`config.mk`:
```
export PLATFORM = sky130hd
export DESIGN_NAME = bless_inject_ctrl
export DESIGN_NICKNAME = d
export VERILOG_FILES = /design/src/rtl/bless_inject_ctrl.sv
export SDC_FILE = /design/constraint.sdc
export NUM_CORES = 1
export LEC_CHECK = 0
export ABC_AREA = 1
export ABC_CLOCK_PERIOD_IN_PS = 5300
export CELL_PAD_IN_SITES_DETAIL_PLACEMENT = 1
export CELL_PAD_IN_SITES_GLOBAL_PLACEMENT = 1
export CORE_UTILIZATION = 31
export DETAILED_ROUTE_END_ITERATION = 16
export PLACE_DENSITY = 0.57
export REMOVE_ABC_BUFFERS = 1
export SLEW_MARGIN = 0
export SYNTH_ARGS = -nofsm -noshare
export SYNTH_HDL_FRONTEND = slang
export SYNTH_SLANG_ARGS = --single-unit
```
`constraint.sdc`:
```
create_clock -name clk -period 5.3 [get_ports clk]
set_input_delay 1.06 -clock clk [delete_from_list [all_inputs] [get_ports clk]]
set_output_delay 1.06 -clock clk [all_outputs]
set_load 0.01 [all_outputs]
```
`src/rtl/bless_inject_ctrl.sv`:
```
// bless_inject_ctrl
//   Injection-side controller for a BLESS router node. Flits from the local
//   host are buffered in a small circular FIFO. The head flit is offered to
//   the router with its control word stamped with valid/gold/seq. The block
//   also drives the shared round-robin round and the golden-epoch rotation
//   that decides which node may inject one gold packet per owned epoch.
//
//   Control word layout (CTRL_W bits):
//     [0]                    valid_f
//     [1]                    gold_f
//     [2 +: SEQ_W]           seq_f
//     [CTRL_W-1:SEQ_W+2]     host-defined, passed through untouched
//
//   Ports
//     clk, rst_n          clock, asynchronous active-low reset
//     host_valid/ready    host push handshake (ready = FIFO not full)
//     host_control/data   host flit; valid/gold/seq bits of control ignored
//     host_last           flit closes its packet
//     slot_free           router can take a flit this cycle
//     inj_valid/control/data  head flit offered to the router
//     rr                  2-bit round-robin round
//     epoch_owner         node owning the current golden epoch
module bless_inject_ctrl #(
    parameter int  NODE_ID    = 0,
    parameter int  NUM_NODES  = 16,
    parameter int  EPOCH_LEN  = 64,
    parameter int  FIFO_DEPTH = 4,
    parameter int  DATA_W     = 64,
    parameter int  SEQ_W      = 4,
    parameter int  CTRL_W     = 16,
    localparam int OWN_W      = (NUM_NODES > 1) ? $clog2(NUM_NODES) : 1
) (
    input  logic              clk,
    input  logic              rst_n,
    input  logic              host_valid,
    output logic              host_ready,
    input  logic [CTRL_W-1:0] host_control,
    input  logic [DATA_W-1:0] host_data,
    input  logic              host_last,
    input  logic              slot_free,
    output logic              inj_valid,
    output logic [CTRL_W-1:0] inj_control,
    output logic [DATA_W-1:0] inj_data,
    output logic [1:0]        rr,
    output logic [OWN_W-1:0]  epoch_owner
);

    localparam int AW      = $clog2(FIFO_DEPTH);
    localparam int EW      = $clog2(EPOCH_LEN);
    localparam int VALID_B = 0;
    localparam int GOLD_B  = 1;
    localparam int SEQ_LSB = 2;

    typedef enum logic [1:0] {NORMAL, ARMED, SENDING, DONE} state_t;
    localparam state_t RESET_ST = (NODE_ID == 0) ? ARMED : NORMAL;

    // ---------------- FIFO ----------------
    logic [CTRL_W-1:0]     ctrl_mem [FIFO_DEPTH];
    logic [DATA_W-1:0]     data_mem [FIFO_DEPTH];
    logic [FIFO_DEPTH-1:0] last_mem;

    // Pointers carry one extra wrap bit to tell full from empty.
    logic [AW:0] wr_q, wr_d, rd_q, rd_d;
    logic        empty, full, push, inject;
    logic        head_last;
    logic [CTRL_W-1:0] head_ctrl;

    assign empty      = (wr_q == rd_q);
    assign full       = (wr_q[AW] != rd_q[AW]) && (wr_q[AW-1:0] == rd_q[AW-1:0]);
    assign host_ready = !full;
    assign push       = host_valid && !full;
    assign inj_valid  = !empty;
    assign inject     = !empty && slot_free;
    assign head_ctrl  = ctrl_mem[rd_q[AW-1:0]];
    assign head_last  = last_mem[rd_q[AW-1:0]];
    assign wr_d       = push   ? wr_q + 1'b1 : wr_q;
    assign rd_d       = inject ? rd_q + 1'b1 : rd_q;

    // Storage needs no reset: the pointers alone define what is valid.
    always_ff @(posedge clk) begin
        if (push) begin
            ctrl_mem[wr_q[AW-1:0]] <= host_control;
            data_mem[wr_q[AW-1:0]] <= host_data;
            last_mem[wr_q[AW-1:0]] <= host_last;
        end
    end

    // ---------------- counters ----------------
    logic [SEQ_W-1:0] seq_cnt_q, seq_cnt_d;
    logic [1:0]       rr_q, rr_d;
    logic [EW-1:0]    epoch_cnt_q, epoch_cnt_d;
    logic [OWN_W-1:0] owner_q, owner_d, owner_nxt;
    logic             wrap, own_next, own_now;

    assign wrap      = (epoch_cnt_q == EW'(EPOCH_LEN - 1));
    assign owner_nxt = (NUM_NODES == 1) ? '0 : owner_q + 1'b1;
    assign own_next  = (owner_nxt == OWN_W'(NODE_ID));
    assign own_now   = (owner_q == OWN_W'(NODE_ID));

    always_comb begin
        seq_cnt_d = seq_cnt_q;
        if (inject) begin
            if (head_last)       seq_cnt_d = '0;
            else if (!(&seq_cnt_q)) seq_cnt_d = seq_cnt_q + 1'b1;
        end
        rr_d        = rr_q + 2'd1;
        epoch_cnt_d = wrap ? '0 : epoch_cnt_q + 1'b1;
        owner_d     = wrap ? owner_nxt : owner_q;
    end

    // ---------------- gold FSM ----------------
    state_t state_q, state_d;
    logic   pend_q, pend_d;
    logic   gold;

    always_comb begin
        state_d = state_q;
        pend_d  = pend_q;
        gold    = 1'b0;
        case (state_q)
            ARMED:   gold = (seq_cnt_q == '0);
            SENDING: gold = 1'b1;
            default: gold = 1'b0;
        endcase
        // Injection transition is resolved first; a wrap in the same cycle
        // then acts on the resulting state.
        if (inject) begin
            case (state_q)
                ARMED: if (seq_cnt_q == '0) state_d = head_last ? DONE : SENDING;
                SENDING: if (head_last) begin
                    // A pended wrap already moved ownership: owner_q is the
                    // owner of the epoch we are now in.
                    state_d = pend_q ? (own_now ? ARMED : NORMAL) : DONE;
                    pend_d  = 1'b0;
                end
                default: ;
            endcase
        end
        if (wrap) begin
            if (state_d == SENDING) begin
                pend_d = 1'b1;   // never truncate a gold packet
            end else begin
                state_d = own_next ? ARMED : NORMAL;
                pend_d  = 1'b0;
            end
        end
    end

    // ---------------- outputs ----------------
    always_comb begin
        inj_control = '0;
        inj_data    = '0;
        if (!empty) begin
            inj_control                      = head_ctrl;
            inj_control[VALID_B]             = 1'b1;
            inj_control[GOLD_B]              = gold;
            inj_control[SEQ_LSB +: SEQ_W]    = seq_cnt_q;
            inj_data                         = data_mem[rd_q[AW-1:0]];
        end
    end

    assign rr          = rr_q;
    assign epoch_owner = owner_q;

    always_ff @(posedge clk or negedge rst_n) begin
        if (!rst_n) begin
            wr_q        <= '0;
            rd_q        <= '0;
            seq_cnt_q   <= '0;
            rr_q        <= '0;
            epoch_cnt_q <= '0;
            owner_q     <= '0;
            state_q     <= RESET_ST;
            pend_q      <= 1'b0;
        end else begin
            wr_q        <= wr_d;
            rd_q        <= rd_d;
            seq_cnt_q   <= seq_cnt_d;
            rr_q        <= rr_d;
            epoch_cnt_q <= epoch_cnt_d;
            owner_q     <= owner_d;
            state_q     <= state_d;
            pend_q      <= pend_d;
        end
    end

endmodule

```
==> results by group, run 1 <==
Outcome
  • Status: completed

Timing
  • Clk_skew: 9.63 ps
  • Least-Margin Pin Slew: 963 ps
  • Final Hold Fails: 0
  • Endpoints failing setup: 0
  • Final hold slack: 461 ps
  • Worst slew margin: 0.358
  • Fmax: 231 MHz
  • Slack of the critical path: 977 ps
  • Fin. max-slew vios: 0
  • RSZ-0062 raised after global routing: no
  • Final Cycle Share: 0.816
  • Setup TNS: 0 ps
  • Clock period minus worst slack: 4320 ps

Detailed routing
  • DRC Markers: 0
  • Routed length per instance: 18.8 microns
  • Met2 WL post-DR: 16600 microns
  • Detailed Routing Iterations Pass 1: 4
  • Wl on met1: 15000 microns
  • WL met3: 1220 microns
  • DR top layer: met5
  • Total number of vias: 8457
  • ANT nets after route: 0
  • DR iter-0 viols: 330
  • Routed Wire Length: 33500 microns
  • Via/cell ratio: 4.74

Logic synthesis
  • Synth cell types: 26
  • Yosys Warn Count: 0
  • Cells after Synth: 1060
  • Seq/Total Area, Yosys: 0.738
  • Syn avg cell area: 12.3 sq um
  • Yosys reg bits: 325
  • Synthesized area: 0.0131 sq mm

Finish
  • Final net count: 1319
  • Multi-input combinational cell area: 0.00279 sq mm
  • Non-Filler Instances: 1783
  • Number of fill cells: 4346
  • Most common cell after layout, fill and taps aside: edfxtp_1
  • Storage cell area: 0.00964 sq mm
  • Ratio of cells with drive above 1 in the final layout: 0.0663
  • Finished Core Util: 0.401
  • Syn-to-layout area delta: 26.6%
  • Inserted Diodes: 0
  • Most frequent cells in the layout: 300 x edfxtp_1, 166 x clkdlybuf4s50_1, 158 x nor2_1
  • Final Instance Area: 0.0165 sq mm

Run
  • Total of max-cap violations: 0

Floorplanning
  • IO Count: 173
  • Total die area: 0.0430 sq mm
  • DIE WIDTH: 207 microns
  • CORE AREA: 0.0412 sq mm
  • # rows: 74
  • Die Y-Extent: 207 microns
  • Starting Density: 0.317

Clock tree
  • Setup Buffers After CTS: 0
  • Worst-case clock buffer depth: 3
  • CTS HTree Levels: 2
  • Clock root cell: clkbuf_16
  • CTS hold repair buffers: 0
  • CTS tree: done
  • Latest clock arrival within the worst-skew pair: 540 ps
  • CTS buffer count: 38
  • CTS clk-pin slew, worst paths: 60 ps
  • CTS resizes: 0
  • TritonCTS Sinks: 325

Placed design
  • Placed Area: 0.0154 sq mm
  • Gpl congestion: 0.716
  • Placed cells: 1714
  • Hpwl dp: 18600 microns
  • Pre-CTS WS: 1430 ps
  • Port buffer count: 166

Critical path
  • Crit path launch type: flop
  • Reg2reg start: rd_q[1]$_DFFE_PN0N_
  • CP endpoint kind: output pin
  • CP arrival: 3260 ps
  • CP Max Fanout: 76
  • CP startpoint: rd_q[1]$_DFFE_PN0N_
  • CP required: 4240 ps
  • Crit Path Category: flop to output pin

Min path
  • Worst min path class: flop to flop
  • Hold path startpoint: rr[0]$_DFF_PN0_

Power and ir drop
  • P per Cell Area: 626 mW/mm^2
  • PnR Total Power: 10.4 mW
  • Leakage: 6.12 nW
  • Maximum VDD drop: 283 uV

Global route
  • Total grt overflow: 0
  • GRT Resource Usage Total: 0.158
  • First-pass GRT wire length: 52200 microns
  • Vias in the first global route: 8984
  • Initial antenna violation count: 1
  • Pin count of the biggest net entering global routing: 120
-- kinds of logic after synthesis --
family	after synthesis	share of synthesized area
AO/OA/AOI/OAI	240	0.0992
flip-flops	325	0.738
adder cells (fa/ha/maj)	12	0.0115
buffers and inverters	169	0.0517
XOR/XNOR	11	0.00795
AND/OR/NAND/NOR	303	0.0920
-- layer usage --
layer	GRT usage	up-vias
li1	-	4035
met1	0.200	4233
met2	0.274	141
met3	0.0292	46
met4	0.0512	2
met5	0	-
-- Yosys cell counts --
cell type,n,area [sq um]
nand2_2,3,18.8
edfxtp_1,300,9010
xnor2_2,1,16.3
buf_2,15,75.1
o21ai_1,49,245
buf_6,2,22.5
dfrtp_1,24,601
ha_1,12,150
dfstp_2,1,26.3
nand3_1,16,80.1
nor3_1,1,5.00
inv_2,4,15.0
buf_4,2,15.0
a21oi_1,8,40.0
nand3_2,3,30.0
nor2_1,161,604
nand2_1,115,432
xor2_1,10,87.6
o21ai_0,108,541
nor3b_2,1,12.5
o211ai_1,1,7.51
inv_1,107,402
nor2_2,2,12.5
o22ai_1,74,463
clkbuf_1,39,146
nand4_1,1,6.26
-- area by class of cell --
type,instances,area share
clock buffers,45,0.0604
flip-flops and latches,325,0.583
repair buffers,180,0.112
clock inverters,24,0.00992
multi-input cells,566,0.169
inverters,111,0.0254
well taps,532,0.0403
-- report_power, final --
group          internal (mW)  switching, mW  leakage (nW)
sequential              3.41          0.225          3.06
combinational           1.76           2.51          2.49
clock                   1.44           1.01         0.571
-- final timing paths --
path	end	slack [ps]	depth (start not counted)
max	inj_data[59]	980	7
min	rr[0]$_DFF_PN0_	460	1
max reg2reg	data_mem[0][23]$_DFFE_PP_	2380	7
min reg2reg	rr[0]$_DFF_PN0_	460	1
max in group asynchronous	state_q[0]$_DFF_PN1_	4070	2
min in group asynchronous	rr[0]$_DFF_PN0_	910	2
-- critical path, cell delays in order (launching register included) --
cell	delay, ps
dfrtp_4	690
inv_2	110
buf_4	750
o21ai_0	240
o22ai_1	180
nand2_1	70
inv_1	110
clkdlybuf4s50_1	550
-- registers in the layout, summed over array words and instances, names as in the netlist --
name / cells
data_mem: 256
epoch_cnt_q: 6
ctrl_mem: 40
epoch_owner: 4
wr_q: 3
rd_q: 3
seq_cnt_q: 4
pend_q: 1
state_q: 2
last_mem: 4
rr: 2
Note: power is estimated with default switching activity, not from simulation.
==> inputs of run 2 (changes only) <==
Settings changed: ABC_CLOCK_PERIOD_IN_PS 5300 to 3500, PLACE_DENSITY 0.57 to 0.59.
Clock period 5.3 ns to 3.5 ns, I/O delays scaled along.
==> run 2 against run 1 <==
Clock power increased by 60%. Global-route usage fell by 0.36 points. Via count is 0.45% higher. Register-to-register slack worse by 1300 ps. Design area is 1.4% higher. Combinational power grew 59%. Setup slack lost 820 ps.
==> results by group, run 2 (synthesis gave the netlist of run 1 again) <==
Outcome
  • Status: completed

Floorplanning
  • IO Count: 173
  • CORE AREA: 0.0412 sq mm
  • DIE WIDTH: 207 microns
  • Starting Density: 0.317
  • Die Y-Extent: 207 microns
  • Total die area: 0.0430 sq mm
  • # rows: 74

Min path
  • Worst min path class: flop to flop

Critical path
  • CP endpoint kind: output pin
  • CP arrival: 2640 ps
  • Crit path launch type: flop
  • Crit Path Category: flop to output pin
  • CP required: 2800 ps
  • CP Max Fanout: 17

Global route
  • GRT Resource Usage Total: 0.155
  • Initial antenna violation count: 3
  • Pin count of the biggest net entering global routing: 103
  • First-pass GRT wire length: 51200 microns
  • Total grt overflow: 0
  • Vias in the first global route: 8950

Finish
  • Most common cell after layout, fill and taps aside: edfxtp_1
  • Final net count: 1332
  • Ratio of cells with drive above 1 in the final layout: 0.0840
  • Storage cell area: 0.00964 sq mm
  • Multi-input combinational cell area: 0.00280 sq mm
  • Max reg flops: 256
  • Syn-to-layout area delta: 28.3%
  • Finished Core Util: 0.407
  • Final Instance Area: 0.0168 sq mm
  • Number of fill cells: 4330
  • Most frequent cells in the layout: 300 x edfxtp_1, 166 x clkdlybuf4s50_1, 158 x nor2_1

Detailed routing
  • Via/cell ratio: 4.73
  • ANT nets after route: 0
  • DRC Markers: 0
  • DR iter-0 viols: 356
  • Total number of vias: 8495
  • Routed length per instance: 18.4 microns
  • Detailed Routing Iterations Pass 1: 4
  • Routed Wire Length: 33000 microns

Clock tree
  • CTS buffer count: 37
  • Latest clock arrival within the worst-skew pair: 530 ps
  • TritonCTS Sinks: 325
  • Clock root cell: clkbuf_16
  • CTS clk-pin slew, worst paths: 60 ps
  • CTS hold repair buffers: 0
  • CTS tree: done
  • CTS HTree Levels: 2
  • Worst-case clock buffer depth: 3

Power and ir drop
  • Share of total power in the clock network: 0.244
  • Leakage: 6.25 nW
  • Maximum VDD drop: 468 uV
  • Sw Share: 0.356
  • Internal power: 10.4 mW
  • Sequential Power Share: 0.336
  • Gate power share: 0.420
  • PnR Total Power: 16.1 mW
  • Sw Pwr: 5.73 mW
  • P per Cell Area: 961 mW/mm^2

Timing
  • Final Cycle Share: 0.955
  • Fmax: 299 MHz
  • Endpoints failing setup: 0
  • Final Hold Fails: 0
  • Least-Margin Pin Slew: 679 ps
  • Worst slew margin: 0.547
  • Fin. max-slew vios: 0
  • Clock period minus worst slack: 3340 ps
  • RSZ-0062 raised after global routing: no
  • Slack of the critical path: 158 ps
  • Clk_skew: 17.7 ps
  • Setup TNS: 0 ps

Run
  • Total of max-cap violations: 0

Placed design
  • Port buffer count: 166
  • Gpl congestion: 0.729
  • Placed Area: 0.0155 sq mm
  • Hpwl dp: 19000 microns
  • Pre-CTS WS: 525 ps
==> run 2: cell count changes in the layout (fill, tap and decap cells not counted), moves of 2 or more <==
cell / previous run / this run
bufinv_16: 2 / 5
clkbuf_1: 6 / 3
buf_12: 7 / 9
clkinv_2: 5 / 11
clkinv_1: 14 / 5
buf_4: 7 / 16
==> run 2: routing by layer <==
metal | track usage | share of wire | up-vias
met5 | 0 | 0.00030 | -
met4 | 0.0479 | 0.021 | 2
met3 | 0.0284 | 0.040 | 56
met2 | 0.271 | 0.50 | 172
met1 | 0.193 | 0.44 | 4200
li1 | - | - | 4065
==> run 2: worst paths after layout <==
check / from / end / slack (ps) / depth (start not counted)
max in group asynchronous: rst_n / state_q[0]$_DFF_PN1_ / 2620 / 2
min in group asynchronous: rst_n / wr_q[1]$_DFFE_PN0P_ / 560 / 2
min reg2reg: epoch_cnt_q[0]$_DFF_PN0_ / epoch_cnt_q[0]$_DFF_PN0_ / 460 / 1
min: epoch_cnt_q[0]$_DFF_PN0_ / epoch_cnt_q[0]$_DFF_PN0_ / 460 / 1
max reg2reg: rd_q[0]$_DFFE_PN0N_ / data_mem[0][49]$_DFFE_PP_ / 1030 / 5
max: rd_q[0]$_DFFE_PN0N_ / inj_data[39] / 160 / 7
==> run 2: worst max-delay path, stage by stage (launching register included) <==
cell,delay (ps)
dfrtp_4,600
xnor2_2,390
nand3_4,110
buf_4,190
buf_4,190
nand2_1,80
inv_1,50
clkdlybuf4s50_1,500
==> run 2: power by group through the flow <==
stage          logic [mW]  registers [mW]  clock network, mW
2_1_floorplan        3.13            5.68                  0
3_3_place_gp         6.78            5.47                  0
3_5_place_dp         6.84            5.49                  0
4_1_cts              6.97            5.42               4.03
5_1_grt              7.51            5.48               4.17
6_report             6.78            5.41               3.93
==> run 2: area by class of cell <==
| cell class | count | area share |
|---|---|---|
| Sequential cell | 325 | 0.575 |
| Inverter | 111 | 0.0250 |
| Clock inverter | 24 | 0.0149 |
| Tap cell | 532 | 0.0397 |
| Multi-Input combinational cell | 567 | 0.167 |
| Timing Repair Buffer | 193 | 0.119 |
| Antenna cell | 1 | 0.000149 |
| Clock buffer | 42 | 0.0589 |
==> run 2: what timing repair did <==
item / 4_1_cts / 5_1_grt
endpoints found under the setup margin: 29 / 5
setup buffers: 5 / 0
hold endpoints to repair: 0 / 0
pin swaps: 1 / 0
gates resized for setup: 1 / 1
gates cloned: 1 / 0
==> run 2: stage by stage <==
stage | hold slack [ps] | instances
5_1_grt | 489 | 1795
2_1_floorplan | 404 | 1002
3_3_place_gp | 454 | 1722
6_report | 458 | 1795
4_1_cts | 465 | 1794
3_5_place_dp | 457 | 1722
==> inputs of run 3 (changes only) <==
Settings changed: REMOVE_ABC_BUFFERS 1 to not set.
==> run 3 against run 2 <==
Clock power down 4%. Count of clock-buffer cells in the layout up 4. Wire length up 4.6%. Cell count up 0.39%. Register-to-register slack worse by 180 ps.
==> results by group, run 3 (synthesis gave the netlist of run 1 again) <==
Outcome
  • Status: completed

Run
  • Total of max-cap violations: 0

Finish
  • Final net count: 1336
  • Syn-to-layout area delta: 29.6%
  • Max reg flops: 256
  • Ratio of cells with drive above 1 in the final layout: 0.0821
  • Finished Core Util: 0.411
  • Non-Filler Instances: 1802
  • Most frequent cells in the layout: 300 x edfxtp_1, 165 x clkdlybuf4s50_1, 158 x nor2_1
  • Most common cell after layout, fill and taps aside: edfxtp_1
  • Number of fill cells: 4335

Detailed routing
  • ANT nets after route: 0
  • Total number of vias: 8584
  • Routed Wire Length: 34500 microns
  • DRC Markers: 0
  • Met2 WL post-DR: 16500 microns
  • Wl on met1: 15600 microns
  • Via/cell ratio: 4.76
  • Detailed Routing Iterations Pass 1: 4
  • Routed length per instance: 19.1 microns
  • WL met3: 1510 microns
  • DR iter-0 viols: 390
  • DR top layer: met5

Clock tree
  • Worst-case clock buffer depth: 3
  • CTS clk-pin slew, worst paths: 60 ps
  • TritonCTS Sinks: 325
  • CTS buffer count: 38
  • CTS tree: done
  • Latest clock arrival within the worst-skew pair: 540 ps
  • CTS HTree Levels: 2
  • CTS hold repair buffers: 0
  • Clock root cell: clkbuf_16

Global route
  • Initial antenna violation count: 4
  • First-pass GRT wire length: 52100 microns
  • Total grt overflow: 0
  • Vias in the first global route: 9085
  • Pin count of the biggest net entering global routing: 97
  • GRT Resource Usage Total: 0.157

Min path
  • Hold EP: rr[0]$_DFF_PN0_
  • Hold path startpoint: rr[0]$_DFF_PN0_
  • Worst min path class: flop to flop
  • Hold-critical path depth: 1

Floorplanning
  • Die Y-Extent: 207 microns
  • CORE AREA: 0.0412 sq mm
  • Starting Density: 0.317
  • IO Count: 173
  • DIE WIDTH: 207 microns
  • # rows: 74
  • Total die area: 0.0430 sq mm

Critical path
  • R2R setup slack: 850 ps
  • Critical R2R Capture: data_mem[2][10]$_DFFE_PP_
  • CP required: 2800 ps
  • CP Max Fanout: 48
  • Crit Path Category: flop to output pin
  • Crit path launch type: flop
  • CP arrival: 2670 ps
  • CP endpoint kind: output pin
  • R2R cell count: 7
  • Reg2reg start: rd_q[1]$_DFFE_PN0N_

Power and ir drop
  • Maximum VDD drop: 356 uV
  • Leakage: 6.31 nW
  • P per Cell Area: 963 mW/mm^2
  • PnR Total Power: 16.3 mW

Placed design
  • Port buffer count: 166
  • Pre-CTS WS: 582 ps
  • Hpwl dp: 19200 microns
  • Placed cells: 1725
  • Gpl congestion: 0.736

Timing
  • Clk_skew: 18.9 ps
  • Final Cycle Share: 0.964
  • Fmax: 296 MHz
  • Final Hold Fails: 0
  • Endpoints failing setup: 0
  • Clock period minus worst slack: 3370 ps
  • Least-Margin Pin Slew: 638 ps
  • Slack of the critical path: 126 ps
  • Worst slew margin: 0.573
  • RSZ-0062 raised after global routing: no
  • Fin. max-slew vios: 0

Logic synthesis
  • Net Count, Synth: 1157
-- run 3: cell types whose count changed in the layout (fill, tap and decap cells not counted), sizes merged --
| cell | previous run | this run |
|---|---|---|
| clkdlybuf4s50 | 166 | 165 |
| clkinv | 17 | 18 |
| bufinv | 5 | 2 |
| dlymetal6s2s | 0 | 1 |
| diode | 1 | 3 |
| nand3 | 20 | 19 |
| clkbuf | 42 | 50 |
| clkinvlp | 1 | 2 |
| inv | 112 | 111 |
-- run 3: worst max path at each step --
stage                        startpoint                         to  slack, ps  depth (start not counted)
CTS                 rd_q[1]$_DFFE_PN0N_            inj_control[15]         50                          8
detailed placement  rd_q[0]$_DFFE_PN0N_               inj_data[45]        580                          7
finish              rd_q[0]$_DFFE_PN0N_               inj_data[55]        130                          7
global route        rd_q[0]$_DFFE_PN0N_               inj_data[55]          4                          7
floorplan           rd_q[0]$_DFFE_PN0N_  ctrl_mem[0][10]$_DFFE_PP_      -1140                          5
global placement    rd_q[0]$_DFFE_PN0N_               inj_data[47]        580                          7
-- run 3: where the power goes --
group          total (mW)  switching [mW]  internal, mW
combinational        7.12            4.10          3.02
sequential           5.39           0.229          5.17
clock                3.78            1.57          2.21
total                16.3            5.90          10.4
-- run 3: layer usage --
metal  GRT usage  vias up
met5           0        -
met4      0.0594        2
met3      0.0301       52
met2       0.262      167
met1       0.202     4285
li1            -     4078
-- run 3: cell type report --
type / count / area [sq um] / area share
antenna: 3 / 7.51 / 0.000444
clock buffer: 46 / 1010 / 0.0598
multi-input combinational: 566 / 2800 / 0.165
sequential: 325 / 9640 / 0.570
tap: 532 / 666 / 0.0393
inverter: 111 / 422 / 0.0249
timing repair buffer: 197 / 2200 / 0.130
clock inverter: 22 / 176 / 0.0104
-- run 3: timing repair --
item | CTS | global route
gates resized for setup | 1 | 7
pin swaps | 0 | 1
setup endpoints to repair | 4 | 12
buffers inserted | 0 | 2
gates cloned | 0 | 4
-- run 3: critical path, cell delays in order, from the launching register on --
cell,delay (ps)
dfrtp_4,520
inv_4,310
buf_12,290
nor2_1,70
o22ai_1,190
nand2_1,90
inv_1,70
clkdlybuf4s50_1,550
-- run 3: through the flow --
| stage | hold slack, ps | area [sq um] | TNS, ps |
|---|---|---|---|
| 5_1_grt | 475 | 16900 | 0 |
| 6_report | 464 | 16900 | 0 |
| 4_1_cts | 464 | 16800 | 0 |
| 3_3_place_gp | 448 | 15600 | 0 |
| 2_1_floorplan | 404 | 13100 | -256610 |
| 3_5_place_dp | 455 | 15600 | 0 |
